--- src/rtl/shift_seq_counter.sv ---
// Ring / Johnson shift counter with run-time mode and direction, parallel load,
// and illegal-state detection that repairs the state on the next enabled edge.
module shift_seq_counter #(
    parameter int WIDTH = 4,
    parameter int IW    = $clog2(2 * WIDTH)
) (
    input  logic                 clk,
    input  logic                 rst,
    input  logic                 en,
    input  logic                 mode,
    input  logic                 dir,
    input  logic                 load,
    input  logic [WIDTH-1:0]     load_val,
    output logic [WIDTH-1:0]     q,
    output logic [IW-1:0]        idx,
    output logic [2*WIDTH-1:0]   dec,
    output logic                 illegal,
    output logic                 wrap,
    output logic                 err
);

    localparam logic [IW:0]      TWO_N     = (IW + 1)'(2 * WIDTH);
    localparam logic [IW-1:0]    RING_LAST = IW'(WIDTH - 1);
    localparam logic [IW-1:0]    JOHN_LAST = IW'(2 * WIDTH - 1);
    localparam logic [WIDTH-1:0] RING_SEED = {{(WIDTH - 1){1'b0}}, 1'b1};
    localparam logic [WIDTH-1:0] ALL_ZERO  = {WIDTH{1'b0}};

    function automatic logic [IW:0] popcount(input logic [WIDTH-1:0] v);
        logic [IW:0] c;
        c = (IW + 1)'(0);
        for (int i = 0; i < WIDTH; i++) begin
            c = c + (IW + 1)'(v[i]);
        end
        return c;
    endfunction

    function automatic logic ring_legal(input logic [WIDTH-1:0] v);
        return popcount(v) == (IW + 1)'(1);
    endfunction

    // Johnson states have at most one boundary between adjacent bits (linear, not circular).
    function automatic logic johnson_legal(input logic [WIDTH-1:0] v);
        logic [IW:0] t;
        t = (IW + 1)'(0);
        for (int i = 0; i < WIDTH - 1; i++) begin
            t = t + (IW + 1)'(v[i] ^ v[i+1]);
        end
        return t <= (IW + 1)'(1);
    endfunction

    function automatic logic [IW-1:0] ring_pos(input logic [WIDTH-1:0] v);
        logic [IW-1:0] p;
        p = IW'(0);
        for (int i = 0; i < WIDTH; i++) begin
            if (v[i]) begin
                p = IW'(i);
            end else begin
                p = p;
            end
        end
        return p;
    endfunction

    function automatic logic [IW-1:0] johnson_pos(input logic [WIDTH-1:0] v);
        logic [IW:0] pc;
        pc = popcount(v);
        if ((v == ALL_ZERO) || v[0]) begin
            return IW'(pc);
        end else begin
            return IW'(TWO_N - pc);
        end
    endfunction

    function automatic logic [WIDTH-1:0] ring_step(input logic [WIDTH-1:0] v, input logic d);
        if (d) begin
            return {v[0], v[WIDTH-1:1]};
        end else begin
            return {v[WIDTH-2:0], v[WIDTH-1]};
        end
    endfunction

    function automatic logic [WIDTH-1:0] johnson_step(input logic [WIDTH-1:0] v, input logic d);
        if (d) begin
            return {~v[0], v[WIDTH-1:1]};
        end else begin
            return {v[WIDTH-2:0], ~v[WIDTH-1]};
        end
    endfunction

    logic [WIDTH-1:0]   q_q, q_d;
    logic               wrap_q, wrap_d;
    logic               err_q, err_d;
    logic               legal_s;
    logic [IW-1:0]      idx_s;
    logic [IW-1:0]      last_idx_s;
    logic [2*WIDTH-1:0] dec_s;

    // Phase decode of the current state under the current mode.
    always_comb begin
        legal_s    = 1'b0;
        idx_s      = IW'(0);
        last_idx_s = RING_LAST;
        dec_s      = {(2 * WIDTH){1'b0}};
        if (mode) begin
            legal_s    = johnson_legal(q_q);
            last_idx_s = JOHN_LAST;
        end else begin
            legal_s    = ring_legal(q_q);
            last_idx_s = RING_LAST;
        end
        if (!legal_s) begin
            idx_s = IW'(0);
        end else if (mode) begin
            idx_s = johnson_pos(q_q);
        end else begin
            idx_s = ring_pos(q_q);
        end
        if (legal_s) begin
            dec_s = (2 * WIDTH)'(1) << idx_s;
        end else begin
            dec_s = {(2 * WIDTH){1'b0}};
        end
    end

    // Next state: load beats correction, correction beats step, otherwise hold.
    always_comb begin
        q_d    = q_q;
        wrap_d = 1'b0;
        err_d  = 1'b0;
        if (load) begin
            q_d = load_val;
        end else if (en) begin
            if (!legal_s) begin
                q_d   = mode ? ALL_ZERO : RING_SEED;
                err_d = 1'b1;
            end else begin
                q_d    = mode ? johnson_step(q_q, dir) : ring_step(q_q, dir);
                wrap_d = dir ? (idx_s == IW'(0)) : (idx_s == last_idx_s);
            end
        end else begin
            q_d = q_q;
        end
    end

    // State and pulse registers.
    always_ff @(posedge clk or posedge rst) begin
        if (rst) begin
            q_q    <= ALL_ZERO;
            wrap_q <= 1'b0;
            err_q  <= 1'b0;
        end else begin
            q_q    <= q_d;
            wrap_q <= wrap_d;
            err_q  <= err_d;
        end
    end

    assign q       = q_q;
    assign idx     = idx_s;
    assign dec     = dec_s;
    assign illegal = ~legal_s;
    assign wrap    = wrap_q;
    assign err     = err_q;

endmodule

--- config.mk ---
export PLATFORM = sky130hd
export DESIGN_NAME = shift_seq_counter
export DESIGN_NICKNAME = d
export VERILOG_FILES = /design/src/rtl/shift_seq_counter.sv
export SDC_FILE = /design/constraint.sdc
export NUM_CORES = 1
export LEC_CHECK = 0
export CAP_MARGIN = 20
export CORE_MARGIN = 2
export CORE_UTILIZATION = 39
export CTS_BUF_LIST = sky130_fd_sc_hd__clkbuf_16
export CTS_CLUSTER_SIZE = 40
export DETAILED_ROUTE_END_ITERATION = 12
export HOLD_SLACK_MARGIN = 0.1
export PLACE_DENSITY_LB_ADDON = 0.25
export SYNTH_ARGS = -nofsm -noshare
export SYNTH_HDL_FRONTEND = slang
export SYNTH_SLANG_ARGS = --single-unit
--- constraint.sdc ---
create_clock -name clk -period 3.7 [get_ports clk]
set_clock_uncertainty 0.2 [all_clocks]
set_input_delay 0.74 -clock clk [delete_from_list [all_inputs] [get_ports clk]]
set_output_delay 0.74 -clock clk [all_outputs]
set_load 0.02 [all_outputs]
Word-level counts from Yosys, hierarchy flattened
Index checks and enable logic that the tools add are counted.
{ "classes": {"bitwise_logic": 6, "add_sub_neg": 6, "n_reduce_logical": 4, "eq_ne": 2, "n_mux": 23, "shifts": 1, "magnitude_cmp": 1} }
{ "op_table": {"columns": ["op", "count"], "rows": [
  ["4-bit 2-to-1 mux", 6],
  ["3-bit 2-to-1 mux", 6],
  ["1-bit 2-to-1 mux", 10],
  ["8-bit 2-to-1 mux", 1],
  ["1-bit by 3-bit << shifter with 8-bit output (first input constant)", 1],
  ["2-bit by 1-bit adder with 3-bit output", 2],
  ["1-bit by 1-bit adder with 2-bit output", 2],
  ["3-bit by 1-bit adder with 4-bit output", 1],
  ["4-bit by 1-bit equality test with 1-bit output (second input constant)", 1],
  ["4-bit logical NOT", 1],
  ["3-bit equality test", 1],
  ["3-bit by 1-bit <= comparator with 1-bit output (second input constant)", 1],
  ["3-bit logical NOT", 1],
  ["1-bit NOT", 3],
  ["1-bit by 3-bit subtractor with 3-bit output (first input constant)", 1],
  ["1-bit XOR", 3],
  ["2-bit nonzero test", 1],
  ["1-bit logical OR", 1]
]} }
{ "totals": {"register_bits": 6, "out_inout_bits": 18, "inputBits": 10} }

Logic depth before layout (Yosys ltp)
Gate-level depths: netlist of run 1.
{ "depth": {"word_depth": 12, "ltp_mapped": 11, "mapped_depth_nobuf": 11} }

Least setup slack after synthesis of run 1
Ideal clock, no wire load.
{ "synth_path": {"path_kind": "reg-to-output", "from": "register q_q[3] (netlist: q[3])", "to": "output port dec[0]", "path_slack_ns": -0.193, "arrival_ns": 2.953, "stages_incl_launch_ff": 12, "cell_sequence": "dfrtp_1 -> fa_1 -> ha_1 -> ha_1 -> inv_1 -> ha_1 -> a211oi_2 -> xnor2_1 -> nor3_2 -> nand2_1 -> inv_1 -> nor3_1"} }
{ "synth_via": {"elab_chain_len": 7, "word_cells_on_any_way": 15, "classes_between": "3 x add/sub; 1 x order compare; 1 x eq/ne; 1 x shift; 6 x mux; 1 x bitwise; 2 x reduce/logical"} }
{ "synth_lines": {"columns": ["element", "line", "rtl"], "rows": [
  ["from (decl)", "90", "logic [WIDTH-1:0] q_q, q_d;"],
  ["from (signal assigned)", "152", "q_q <= q_d;"],
  ["3-bit by 1-bit adder with 4-bit output (tied with other cells)", "32", "c = c + (IW + 1)'(v[i]);"],
  ["1-bit by 3-bit subtractor with 3-bit output (tied with other cells)", "70", "return IW'(TWO_N - pc);"],
  ["3-bit 2-to-1 mux or 3-bit by 1-bit <= comparator with 1-bit output (tied branches)", "67, 48", null],
  ["3-bit 2-to-1 mux or 1-bit 2-to-1 mux (tied branches)", "113, 104", null],
  ["3-bit 2-to-1 mux (*)", "111", "if (!legal_s) begin"],
  ["net idx[2]", "15", "output logic [IW-1:0] idx,"],
  ["1-bit by 3-bit << shifter with 8-bit output (*)", "119", "dec_s = (2 * WIDTH)'(1) << idx_s;"],
  ["8-bit 2-to-1 mux (*)", "118", "if (legal_s) begin"],
  ["to (decl)", "16", "output logic [2*WIDTH-1:0] dec,"]
]} }
The timed path passes the listed nets; every way through them passes the cells marked *.

Final worst setup path of run 1
{ "layout_path": {"from": "register q_q[0] (netlist: q[0])", "to": "output port dec[2]"} }
{ "layout_via": {"elab_chain_len": 9, "word_cells_on_any_way": 17, "classes_between": "6 x add/sub; 1 x order compare; 1 x eq/ne; 1 x shift; 5 x mux; 1 x bitwise; 2 x reduce/logical"} }
{ "layout_lines": {"columns": ["element", "line", "rtl"], "rows": [
  ["1-bit by 1-bit adder with 2-bit output", "32", null],
  ["2-bit by 1-bit adder with 3-bit output", "32", null],
  ["3-bit by 1-bit adder with 4-bit output", "32", null],
  ["1-bit by 3-bit subtractor with 3-bit output", "70", null],
  ["3-bit 2-to-1 mux", "67", "if ((v == ALL_ZERO) || v[0]) begin"],
  ["3-bit 2-to-1 mux", "113", "end else if (mode) begin"],
  ["3-bit 2-to-1 mux", "111", null],
  ["1-bit by 3-bit << shifter with 8-bit output", "119", null],
  ["8-bit 2-to-1 mux (*)", "118", null]
]} }
Mark *: on every way between the ends. The rest lies on a longest branch, timed or not.

==> impl_metrics.toml, run 1 <==
[run_status]
run_status = "finished, final reports clean"

[global_route]
grt-ovfl-total = 0
antenna_found_initial = 0
grt_max_degree = 13
grt_usage_pct = 19.00
grt_pass1_vias = 751
grt_first_pass_wirelength_mm = 3.519

[routing]
vias = 783
drt_iter0_markers = 4
first_pass_iters = 4
viasPerCell = 5.019
ant_nets = 0
route.detailed.drc = 0
wl_mm = 2.109
wl_per_cell_um = 13.52

[timing]
hold_viol = 0
rsz0062_at_grt = "yes"
drv_slew = 0
period_share_pct = 99.04
setup_viol = 0
layout_min_cycle_time_ps = 3664
slew_headroom_pct = 64.85
fmax_ghz = 0.2729
tightestPinTransition_ps = 520.0
final.setup.worst_slack_ps = 35.60

[yosys]
synthesis.area_um2 = 773.2
synthTopCellsByArea = "dfrtp_1 (19%), ha_1 (15%), inv_1 (6.3%), nor2_1 (4.4%), a21oi_1 (3.9%)"
synthesis.nets = 108
synth-xor-area-share_pct = 4.531
synthAdderAreaFrac_pct = 17.15
synthMuxAreaShare_pct = 8.252
yosys_warnings = 0
seq_area_frac_synth_pct = 19.42
synthCells = 88
ys_ff_latch = 6
synth-edff-count = 0
synth_top_area_share_pct = 19.42
ys_async_sr_fraction_pct = 100.0
synth_area_per_cell_um2 = 8.787
synth_flop_cell = "dfrtp_1"
synth_simple_gate_area_share_pct = 19.26
synth_cell_types = 34
yosys.area.top_type = "dfrtp_1"
synth_top_family_by_area = "compound AO/OA/AOI/OAI gates"
synth_compound_area_share_pct = 21.84

[critical_path]
r2r-end = "wrap"
critPathMaxFanout = 4
cp_data_required_time_ps = 2760
path_cells = "fa_1 -> ha_2 -> ha_4 -> inv_4 -> ha_4 -> mux2_4 -> mux2i_4 -> nand3_2 -> nor2_2 -> buf_4"
end_kind = "output port"
worstReg2RegStart = "q[0]"
critPathLaunch = "q[0]"
r2r_setup_slack_ps = 840
crit_slowest_cell = "fa_1"
critPathLaunchType = "flip-flop"
worst_path_largest_cell_delay_ps = 560
rr_worst_depth = 12
cp_common_cell = "ha_4"
crit_type = "flip-flop to output port"
crit_arrival_ps = 2720

[layout]
areaGrowthSynthToFinish_pct = 70.39
drive_gt1_share_pct = 42.64
layout_common_cells = "buf_4 (18), clkdlybuf4s50_1 (15), inv_1 (11)"
seq_area_um2 = 150.1
diodes = 0
fin_util_pct = 68.55
fill_cells = 166
nNetsFinal = 151
multi_input_area_um2 = 634.4
layout_commonest_cell = "buf_4"

[cts]
root_buffer = "clkbuf_16"
htree_levels = 1
cts.clk_slew.worst_paths_ps = 30
clk_path_buf_depth = 2
clk_latency_ps = 230
ctsHoldBuffers = 0
cts_tree = "yes"
cts_buffers = 3
cts_num_sinks = 6

[placement]
pre_cts_slack_ps = -316.7
gp_congestion = 0.8098
post-dp-hpwl_mm = 1.595
port_buffers = 27

[floorplanning]
fp.dieH_um = 48.53
dieArea_um2 = 2355
io_pins = 28
core_area_um2 = 1922
dieWidth_um = 48.53
core.rowCount = 16
start_util_pct = 40.23

[power_and_ir_drop]
power_leakage_nw = 0.6022
power_uw = 815.5
ir_drop_mv = 0.5150
power_density_nw_per_um2 = 619.0

[flow_run]
cap_viol_max_count = 0

[min_path]
hp-class = "primary input to async pin"
==> final cells by class <==
| type | instances | share of cell area, % |
|---|---|---|
| clock buffers | 3 | 5.698 |
| inverters | 15 | 4.843 |
| multi-input cells | 64 | 48.15 |
| flip-flops and latches | 6 | 11.40 |
| well taps | 27 | 2.564 |
| repair buffers | 41 | 27.35 |
==> worst max-delay path: cells and delay by family (launching register included) <==
| family | cells | cell delay, ps |
|---|---|---|
| multiplexers | 2 | 500 |
| buffers and inverters | 2 | 220 |
| flip-flops | 1 | 390 |
| adder cells (fa/ha/maj) | 4 | 1140 |
| AND/OR/NAND/NOR | 2 | 250 |
==> state kept, by name, indices dropped and copies added, names as in the netlist <==
register / count
err: 1
wrap: 1
q: 4
==> routing by layer <==
metal  part of all wire (%)  up-vias  track usage, %
met4                      0        0           2.381
met1                     47      368           24.52
met3                    4.8        0           5.864
met2                     48       26           32.18
li1                       -      389               -
met5                      0        -               0
==> worst max path at each step <==
stage               endpoint  depth (start not counted)
finish                dec[2]                         10
global route          dec[5]                         11
CTS                   dec[6]                         10
detailed placement    dec[0]                         12
floorplan             dec[0]                         11
global placement      dec[0]                         12
==> where the power goes <==
part	switching, mW	total [mW]	leakage [nW]	internal [mW]
Clock	0.0357	0.174	0.0370	0.139
Combinational	0.298	0.561	0.491	0.263
Sequential	0.00599	0.0800	0.0744	0.0740
Total	0.339	0.816	0.602	0.476
==> logic make-up (layout without fill, tap and decap cells) <==
| kind of cell | count (synthesis) | count (layout) |
|---|---|---|
| and+or+nand+nor | 27 | 27 |
| AOI/OAI and AO/OA | 18 | 18 |
| buffers and inverters | 18 | 59 |
| adders and majority gates | 10 | 10 |
| DFF | 6 | 6 |
| muxes | 5 | 5 |
| xor gates and xnor gates | 4 | 4 |
==> stage by stage <==
stage | instance area [um^2] | hold WS, ps | setup TNS (ps) | instances
after floorplan | 783.3 | 331.0 | -65.73 | 88
after global placement | 1167 | 542.9 | -2008 | 150
after detailed placement | 1167 | 553.8 | -2445 | 150
after CTS | 1261 | 535.7 | -30.30 | 155
after global routing | 1318 | 591.8 | -462.7 | 156
final | 1318 | 532.8 | 0 | 156
==> cell usage after synthesis, types with 3 or more instances <==
library cell,n
mux2i_1,3
dfrtp_1,6
nor3_1,6
nor2_1,9
inv_1,13
ha_1,9
nand2_1,4
a21oi_1,6
==> repair_timing <==
item	4_1_cts	5_1_grt
gates resized for setup	58	12
setup buffers	2	1
endpoints found under the setup margin	12	10
pin swaps	7	7
Note: power is estimated with default switching activity, not from simulation.
==> inputs of run 2 (changes only) <==
CTS_CLUSTER_SIZE = 24   (was 40)
==> results of run 2 <==
No change in the layout: final DEF, timing and power equal those of run 1.
==> inputs of run 3 (changes only) <==
ABC_CLOCK_PERIOD_IN_PS = 3700   (was unset)
CTS_CLUSTER_SIZE = 40   (was 24)
SLEW_MARGIN = 20   (was unset)
==> results of run 3 <==
No change in the layout: final DEF, timing and power equal those of run 1.
